`src/rtl/btn_evt_pkg.sv`:
```
// rtl/btn_evt_pkg.sv - shared event/state types and widths for the button event scheduler
package btn_evt_pkg;

   typedef enum logic [1:0] {
      PRESS   = 2'd0,
      RELEASE = 2'd1,
      LONG    = 2'd2,
      REPEAT  = 2'd3
   } evt_type_e;

   typedef enum logic [1:0] {
      IDLE     = 2'd0,
      HELD     = 2'd1,
      LONGHELD = 2'd2
   } ch_state_e;

   // Hold counters count 1 ms ticks; wide enough for the longest LONG_MS.
   localparam int HOLD_CNT_W = 16;

endpackage

```
`src/rtl/rr_arbiter.sv`:
```
// rtl/rr_arbiter.sv - round-robin arbiter with rotating pointer, one-hot and index grant
module rr_arbiter #(
   parameter int N = 4
) (
   input  logic                 clk,
   input  logic                 rst,
   input  logic [N-1:0]         req,
   input  logic                 en,
   output logic [N-1:0]         gnt,
   output logic [$clog2(N)-1:0] gnt_idx,
   output logic                 gnt_any
);

   localparam int W = $clog2(N);

   logic [W-1:0] ptr;

   // First requester at or after the pointer, wrapping modulo N; nothing granted while en is low.
   always_comb begin : search
      int j;
      j       = 0;
      gnt     = '0;
      gnt_idx = '0;
      gnt_any = 1'b0;
      for (int k = 0; k < N; k++) begin
         j = int'(ptr) + k;
         if (j >= N) j = j - N;
         if (en && !gnt_any && req[j]) begin
            gnt_any = 1'b1;
            gnt_idx = W'(j);
            gnt[j]  = 1'b1;
         end
      end
   end

   // After a grant the search restarts just past the winner; otherwise the pointer holds.
   always_ff @(posedge clk) begin
      if (rst) begin
         ptr <= '0;
      end else if (gnt_any) begin
         ptr <= (gnt_idx == W'(N - 1)) ? '0 : gnt_idx + 1'b1;
      end
   end

endmodule

```
`src/rtl/button_event_scheduler.sv`:
```
// rtl/button_event_scheduler.sv - serializes per-button PRESS/RELEASE/LONG events (BTN_AUTOREPEAT_EN adds REPEAT)
module button_event_scheduler #(
   parameter int N_BTN     = 4,
   parameter int FREQ      = 25,
   parameter int LONG_MS   = 1000,
   parameter int REPEAT_MS = 200
) (
   input  logic                     clk,
   input  logic                     rst,
   input  logic [N_BTN-1:0]         i_btn,
   output logic                     o_evt_valid,
   input  logic                     i_evt_ready,
   output logic [$clog2(N_BTN)-1:0] o_evt_id,
   output logic [1:0]               o_evt_type,
   output logic [N_BTN-1:0]         o_pending,
   output logic                     o_drop
);

   import btn_evt_pkg::*;

   localparam int ID_W   = $clog2(N_BTN);
   localparam int TICK_P = FREQ * 1000;
   localparam int TC_W   = $clog2(TICK_P);

   logic [N_BTN-1:0]      btn_r;
   logic [N_BTN-1:0]      btn_prev;
   logic [TC_W-1:0]       tick_cnt;
   logic                  tick;
   ch_state_e             state     [N_BTN];
   ch_state_e             state_nxt [N_BTN];
   logic [HOLD_CNT_W-1:0] cnt       [N_BTN];
   logic [HOLD_CNT_W-1:0] cnt_nxt   [N_BTN];
   logic [N_BTN-1:0]      ev_new;
   evt_type_e             ev_type   [N_BTN];
   logic [N_BTN-1:0]      pend;
   evt_type_e             pend_type [N_BTN];
   logic                  load;
   logic [N_BTN-1:0]      gnt;
   logic [ID_W-1:0]       gnt_idx;
   logic                  gnt_any;

   assign tick      = (tick_cnt == TC_W'(TICK_P - 1));
   assign load      = !o_evt_valid || i_evt_ready;
   assign o_pending = pend;

   // Free-running 1 ms prescaler shared by every channel.
   always_ff @(posedge clk) begin
      if (rst) tick_cnt <= '0;
      else     tick_cnt <= tick ? '0 : tick_cnt + 1'b1;
   end

   // Register the levels once more so edges are seen one cycle after the input changes.
   always_ff @(posedge clk) begin
      if (rst) begin
         btn_r    <= '0;
         btn_prev <= '0;
      end else begin
         btn_r    <= i_btn;
         btn_prev <= btn_r;
      end
   end

   // Per-channel event decode; a falling edge is checked first so it beats a LONG on the same tick.
   always_comb begin
      for (int i = 0; i < N_BTN; i++) begin
         state_nxt[i] = state[i];
         cnt_nxt[i]   = cnt[i];
         ev_new[i]    = 1'b0;
         ev_type[i]   = PRESS;
         case (state[i])
            IDLE: begin
               if (btn_r[i] && !btn_prev[i]) begin
                  ev_new[i]    = 1'b1;
                  ev_type[i]   = PRESS;
                  state_nxt[i] = HELD;
                  cnt_nxt[i]   = '0;
               end
            end
            HELD: begin
               if (!btn_r[i] && btn_prev[i]) begin
                  ev_new[i]    = 1'b1;
                  ev_type[i]   = RELEASE;
                  state_nxt[i] = IDLE;
               end else if (tick) begin
                  if (cnt[i] == HOLD_CNT_W'(LONG_MS - 1)) begin
                     ev_new[i]    = 1'b1;
                     ev_type[i]   = LONG;
                     state_nxt[i] = LONGHELD;
                     cnt_nxt[i]   = '0;
                  end else begin
                     cnt_nxt[i] = cnt[i] + 1'b1;
                  end
               end
            end
            LONGHELD: begin
               if (!btn_r[i] && btn_prev[i]) begin
                  ev_new[i]    = 1'b1;
                  ev_type[i]   = RELEASE;
                  state_nxt[i] = IDLE;
               end else if (tick) begin
`ifdef BTN_AUTOREPEAT_EN
                  if (cnt[i] == HOLD_CNT_W'(REPEAT_MS - 1)) begin
                     ev_new[i]  = 1'b1;
                     ev_type[i] = REPEAT;
                     cnt_nxt[i] = '0;
                  end else begin
                     cnt_nxt[i] = cnt[i] + 1'b1;
                  end
`else
                  if (cnt[i] != {HOLD_CNT_W{1'b1}}) cnt_nxt[i] = cnt[i] + 1'b1;
`endif
               end
            end
            default: state_nxt[i] = IDLE;
         endcase
      end
   end

`ifndef BTN_AUTOREPEAT_EN
   // REPEAT_MS has no effect in this build.
   if (REPEAT_MS < 0) begin : g_repeat_unused
   end
`endif

   // Channel state and hold counters.
   always_ff @(posedge clk) begin
      for (int i = 0; i < N_BTN; i++) begin
         if (rst) begin
            state[i] <= IDLE;
            cnt[i]   <= '0;
         end else begin
            state[i] <= state_nxt[i];
            cnt[i]   <= cnt_nxt[i];
         end
      end
   end

   rr_arbiter #(.N(N_BTN)) u_arb (
      .clk     (clk),
      .rst     (rst),
      .req     (pend),
      .en      (load),
      .gnt     (gnt),
      .gnt_idx (gnt_idx),
      .gnt_any (gnt_any)
   );

   // Pending slots and output register; a new event wins over a same-cycle grant of its slot.
   always_ff @(posedge clk) begin
      if (rst) begin
         pend        <= '0;
         o_drop      <= 1'b0;
         o_evt_valid <= 1'b0;
         o_evt_id    <= '0;
         o_evt_type  <= '0;
         for (int i = 0; i < N_BTN; i++) pend_type[i] <= PRESS;
      end else begin
         for (int i = 0; i < N_BTN; i++) begin
            if (ev_new[i]) begin
               pend[i]      <= 1'b1;
               pend_type[i] <= ev_type[i];
            end else if (gnt[i]) begin
               pend[i] <= 1'b0;
            end
         end
         o_drop <= |(ev_new & pend & ~gnt);
         if (load) begin
            o_evt_valid <= gnt_any;
            if (gnt_any) begin
               o_evt_id   <= gnt_idx;
               o_evt_type <= pend_type[gnt_idx];
            end
         end
      end
   end

endmodule
```
`config.mk`:
```
export PLATFORM = sky130hd
export DESIGN_NAME = button_event_scheduler
export DESIGN_NICKNAME = d
export VERILOG_FILES = /design/src/rtl/btn_evt_pkg.sv /design/src/rtl/rr_arbiter.sv /design/src/rtl/button_event_scheduler.sv
export SDC_FILE = /design/constraint.sdc
export NUM_CORES = 1
export LEC_CHECK = 0
export BUFFER_PORTS_ARGS = -buffer_cell sky130_fd_sc_hd__buf_2
export CAP_MARGIN = 20
export CORE_ASPECT_RATIO = 1.1
export CORE_MARGIN = 10
export CORE_UTILIZATION = 30
export CTS_BUF_LIST = sky130_fd_sc_hd__clkbuf_4 sky130_fd_sc_hd__clkbuf_8
export DETAILED_ROUTE_END_ITERATION = 8
export SYNTH_ARGS = -nofsm -noshare
export SYNTH_HDL_FRONTEND = slang
export SYNTH_SLANG_ARGS = --single-unit
export TNS_END_PERCENT = 20
```
`constraint.sdc`:
```
create_clock -name clk -period 2.81 [get_ports clk]
set_input_delay 0.562 -clock clk [delete_from_list [all_inputs] [get_ports clk]]
set_output_delay 0.562 -clock clk [all_outputs]
set_load 0.02 [all_outputs]
```
==> results.ini, run 1 <==
[placement]
dp_hpwl_um=9719
port_buffers=16
gp_congestion=0.8842

[clock_tree]
cts_tree=yes
post_cts_buffers=0
cts-hold-fix-buffers=0
cts_resized=0
clk_pin_slew_ns=0.07
htreeDepth=4
clkSinkCount=115
clock_tree.buffer_depth=2
root_buffer=clkbuf_8
cts-buffers-inserted=17
clk_latency_ns=0.44

[route]
first_pass_iters=4
antenna_left=0
drcViolationCount=0
detail_route.wl_per_cell_um=12.77
vias_per_cell=4.984
via_count=5238
wirelength_um=13420
drt_iter0_drc=256

[power_and_ir_drop]
p_leak_uw=0.002671
p_per_area_mw_per_mm2=719.9
ir_drop_v=0.0003203

[run]
cap_violations=0

[floorplanning]
start_util=0.3050
rows=55
die_h_um=172.0
die_w_um=158.1
io_pins=17
core_area_mm2=0.02064
die_area_mm2=0.02719

[critical_path]
cp_common_cell=mux4_2
max_stage_delay_ns=0.54
critPathTopFamily=multiplexers
cp_num_buf_inv=1
required_ns=3.14
cp_slowest_cell=mux4_2
end_kind=flop
critPathKind=reg2reg
start_kind=flop
cp.arrival_ns=2.95
worst-path-max-fanout=7
ff2ff_setup_slack_ns=0.19
crit_path_cell_trace=clkinvlp_4 -> ha_4 -> mux4_2 -> nor3b_4 -> or2_2 -> o32ai_4 -> mux4_2 -> mux2i_1 -> nor2_1

[cells_and_area]
antennaDiodeCount=0
final_common_cell=nor2_1
nets=819
final_cell_mix=nor2_1 (114), dfxtp_1 (106), nand2_1 (40), a21oi_1 (39), xnor2_1 (36)
syn2layout_area_growth_pct=15.91
utilization=0.3536
drive_gt1_frac=0.1296
nFillCells=2131

[timing]
holdWs_ns=0.3337
fin_setup_tns_ns=0
max_slew_margin=0.5695
worstMarginPinSlew_ns=0.6388
hold_viol=0
rsz0062_at_grt=false
slew_violations=0
min_period_over_period=0.9318
finalCriticalPeriod_ns=2.618
fmax_ghz=0.3819
setup_viol=0
skew_ns=0.008845

[yosys]
syn-num-nets=771
async_flop_share=0
ys_warn_count=0
synthDistinctLibCells=64
synthFlopType=dfxtp_1
yosysSeqAreaShare=0.3783
synth-seq-cells=115
synth_edf_count=8
synthCells=735
synth_area_per_cell_um2=8.568
netlist_area_mm2=0.006297

[grt]
grt_max_degree=22
grt_pass1_vias=5071
track_usage=0.1038
use_met2=0.1659
overflow=0
met1_usage=0.1301
grt_pass1_wl_um=23350
top_usage_layer=met2
antenna_found_initial=0
grtUsageMet3=0.02186

[hold_path]
hold_class=in2reg

[outcome]
status=finished clean

==> state kept, by name (all words and copies together), names as in the netlist <==
name / cells
o_evt_valid: 1
o_evt_type: 2
o_drop: 1
btn_r: 4
pend_type: 8
cnt: 64
o_evt_id: 2
state: 8
o_pending: 4
btn_prev: 4
u_arb.ptr: 2
tick_cnt: 15
==> metal layers <==
metal	up-vias	wire [µm]
met5	-	0
met4	0	290
met3	22	363
met2	64	6060
met1	2436	6705
li1	2716	-
==> synthesized netlist by cell type (17+ instances only) <==
cell type    n  share of area
nand4_1     27          0.027
dfxtp_1    107           0.34
nand2_1     40          0.024
xor2_1      25          0.035
nor2_1     114          0.068
nand3_1     32          0.025
nor3_1      20          0.016
a21oi_1     40          0.032
xnor2_1     36          0.050
ha_1        29          0.058
inv_1       28          0.017
and3_1      17          0.017
o21ai_0     21          0.017
nor4_1      18          0.018
==> worst reg2reg max path: cells and delay by family (launching register included) <==
family	cells	cell delay (ns)
compound gates	1	0.16
fa+ha+maj	1	0.31
buf+inv	1	0.12
flops	1	0.38
mux	3	1.01
simple gates	3	0.53
==> worst paths after layout <==
path	startpoint	cells past startpoint	to
worst min register to register	tick_cnt[0]$_SDFF_PP0_	1	tick_cnt[0]$_SDFF_PP0_
worst min-delay path	i_btn[3]	2	btn_r[3]$_SDFF_PP0_
worst max register to register	u_arb.ptr[0]$_SDFFE_PP0P_	9	o_evt_type[1]$_SDFFE_PP0P_
worst max-delay path	u_arb.ptr[0]$_SDFFE_PP0P_	9	o_evt_type[1]$_SDFFE_PP0P_
==> through the flow <==
stage / std cells / instance area (µm²) / setup WS (ns) / total power [µW]
CTS: 1051 / 7296 / 0.1743 / 5303
global route: 1051 / 7300 / 0.04538 / 5586
detailed placement: 1020 / 6870 / 0.1800 / 3655
finish: 1051 / 7300 / 0.1915 / 5255
global placement: 1020 / 6870 / 0.2353 / 3643
floorplan: 735 / 6315 / 0.009359 / 3150
==> cell families (layout without fill, tap and decap cells) <==
kind of cell    Yosys count  count (layout)  share of synthesized area
buf+inv                  47             107                    0.03020
compound gates          110             110                     0.1162
flops                   115             115                     0.3783
xor+xnor                 61              61                    0.08484
fa+ha+maj                29              29                    0.05762
simple gates            360             360                     0.3018
mux                      13              13                    0.03100
==> report_power, final <==
part	internal [µW]	total [µW]	switching (µW)
clock network	989	1630	642
logic	737	1730	995
registers	1780	1890	112
==> area by class of cell <==
| type | count | area, µm² | share of cell area |
|---|---|---|---|
| clock inverter | 3 | 65.06 | 0.008913 |
| sequential | 115 | 2384 | 0.3265 |
| multi-input combinational | 573 | 3741 | 0.5125 |
| tap | 256 | 320.3 | 0.04388 |
| clock buffer | 28 | 360.3 | 0.04937 |
| inverter | 28 | 108.9 | 0.01491 |
| timing repair buffer | 48 | 320.3 | 0.04388 |
Note: power is estimated with default switching activity, not from simulation.
==> run 2: changes to the inputs <==
==> constraint.sdc (replaced) <==
create_clock -name clk -period 2.81 [get_ports clk]
set_input_delay 0.281 -clock clk [delete_from_list [all_inputs] [get_ports clk]]
set_output_delay 0.281 -clock clk [all_outputs]
set_load 0.02 [all_outputs]
==> results.ini, run 2 (synthesis gave the netlist of run 1 again) <==
[outcome]
status=finished clean

[timing]
slew_violations=0
holdWs_ns=0.06512
fmax_ghz=0.3757
hold_viol=0
worstMarginPinSlew_ns=0.6887
setup_viol=0
max_slew_margin=0.5408
skew_ns=0.009643
finalCriticalPeriod_ns=2.662
worst_slack_ns=0.1482
min_period_over_period=0.9473

[cells_and_area]
drive_gt1_frac=0.1272
final_cell_mix=nor2_1 (114), dfxtp_1 (106), a21oi_1 (40), nand2_1 (40), xnor2_1 (36)
top_regs=cnt (64), tick_cnt (15)
largest_register_ffs=64
final_common_cell=nor2_1
regMostFlops=cnt
nets=817
antennaDiodeCount=0
syn2layout_area_growth_pct=15.52

[grt]
overflow=0
grt_max_degree=40
grt_pass1_wl_um=22900
antenna_found_initial=0
track_usage=0.1006
grt_pass1_vias=4996

[power_and_ir_drop]
p_per_area_mw_per_mm2=716.6
p_leak_uw=0.002651
ir_drop_v=0.0002990

[route]
detail_route.wl_per_cell_um=12.52
wl_met1_um=6563
wl_met3_um=382
dr_wl_met2_um=6003
top_layer=met4
antenna_left=0
wirelength_um=13150
first_pass_iters=4
vias_per_cell=4.961
drcViolationCount=0
via_count=5209
drt_iter0_drc=323

[clock_tree]
root_buffer=clkbuf_8
clk_pin_slew_ns=0.07
cts-buffers-inserted=17
htreeDepth=4
cts_tree=yes
clkSinkCount=115
clock_tree.buffer_depth=2
cts-hold-fix-buffers=0
clk_latency_ns=0.44

[critical_path]
ff2ff_setup_slack_ns=0.15
max_stage_delay_ns=0.38
worst-path-max-fanout=7
cp_common_cell=buf_4
required_ns=3.17
cp_slowest_cell=dfxtp_4
start_kind=flop
end_kind=flop
crit_path_cell_trace=clkinvlp_4 -> ha_4 -> mux4_2 -> nor3b_4 -> or2_2 -> o32ai_4 -> buf_4 -> buf_4 -> mux2_2 -> a211oi_1
rr_worst_depth=10
rr_startpoint=u_arb.ptr[0]$_SDFFE_PP0P_
critPathKind=reg2reg
cp.arrival_ns=3.02
reg2reg_to=u_arb.ptr[1]$_SDFFE_PP0P_

[floorplanning]
io_pins=17
die_area_mm2=0.02719
die_h_um=172.0
core_area_mm2=0.02064
start_util=0.3050
die_w_um=158.1
rows=55

[placement]
port_buffers=16
dp_hpwl_um=9430
gp_congestion=0.8231
pre_cts_slack_ns=0.07286

[hold_path]
hp-start=i_btn[3]
hold_class=in2reg
whs_path_depth=2
holdPathEnd=btn_r[3]$_SDFF_PP0_

[run]
cap_violations=0

-- run 2: worst max path at each step --
stage | depth (start not counted) | startpoint | slack [ns] | end
6_report | 10 | u_arb.ptr[0]$_SDFFE_PP0P_ | 0.15 | u_arb.ptr[1]$_SDFFE_PP0P_
3_5_place_dp | 9 | u_arb.ptr[0]$_SDFFE_PP0P_ | 0.07 | o_evt_type[0]$_SDFFE_PP0P_
3_3_place_gp | 9 | u_arb.ptr[0]$_SDFFE_PP0P_ | 0.09 | o_evt_type[0]$_SDFFE_PP0P_
4_1_cts | 9 | u_arb.ptr[0]$_SDFFE_PP0P_ | 0.06 | o_evt_type[0]$_SDFFE_PP0P_
5_1_grt | 9 | u_arb.ptr[0]$_SDFFE_PP0P_ | -0.003 | o_evt_type[1]$_SDFFE_PP0P_
2_1_floorplan | 10 | u_arb.ptr[0]$_SDFFE_PP0P_ | 0.009 | o_evt_type[0]$_SDFFE_PP0P_
-- run 2: cell type report --
cell class / count / area [µm²]
Clock buffer: 24 / 317.8
Multi-Input combinational cell: 573 / 3737
Inverter: 28 / 108.9
Tap cell: 256 / 320.3
Timing Repair Buffer: 46 / 305.3
Sequential cell: 115 / 2386
Fill cell: 2141 / 13370
Clock inverter: 8 / 98.84
-- run 2: timing repair --
item	4_1_cts	5_1_grt
buffers inserted	0	3
gates resized for setup	0	1
setup endpoints to repair	0	3
-- run 2: per-stage QoR --
stage	power (µW)	cell area, µm²	TNS (ns)	cells	utilization
after floorplan	3150	6315	0	735	-
after global placement	3611	6833	0	1015	0.3310
after detailed placement	3620	6833	0	1015	0.3310
after CTS	5234	7249	0	1047	0.3512
after global routing	5563	7274	-0.002810	1050	0.3524
final	5213	7274	0	1050	0.3524
-- run 2: power by group --
| part | leakage [µW] | internal (µW) | switching, µW | total (µW) |
|---|---|---|---|---|
| Sequential | 0.000953 | 1780 | 110 | 1890 |
| Combinational | 0.00149 | 739 | 990 | 1730 |
| Clock | 0.000212 | 922 | 669 | 1590 |
-- run 2: critical path, delay by kind of cell, from the launching register on --
kind	cells	cell delay (ns)
flip-flops	1	0.38
AO/OA/AOI/OAI	2	0.37
AND/OR/NAND/NOR	2	0.48
multiplexers	2	0.64
buffers and inverters	3	0.39
adder cells (fa/ha/maj)	1	0.31
-- run 2: per-layer routing --
metal / vias up / track usage
met2: 49 / 0.1602
met3: 16 / 0.02509
met4: 0 / 0.03829
met5: - / 0
met1: 2427 / 0.1280
li1: 2717 / -
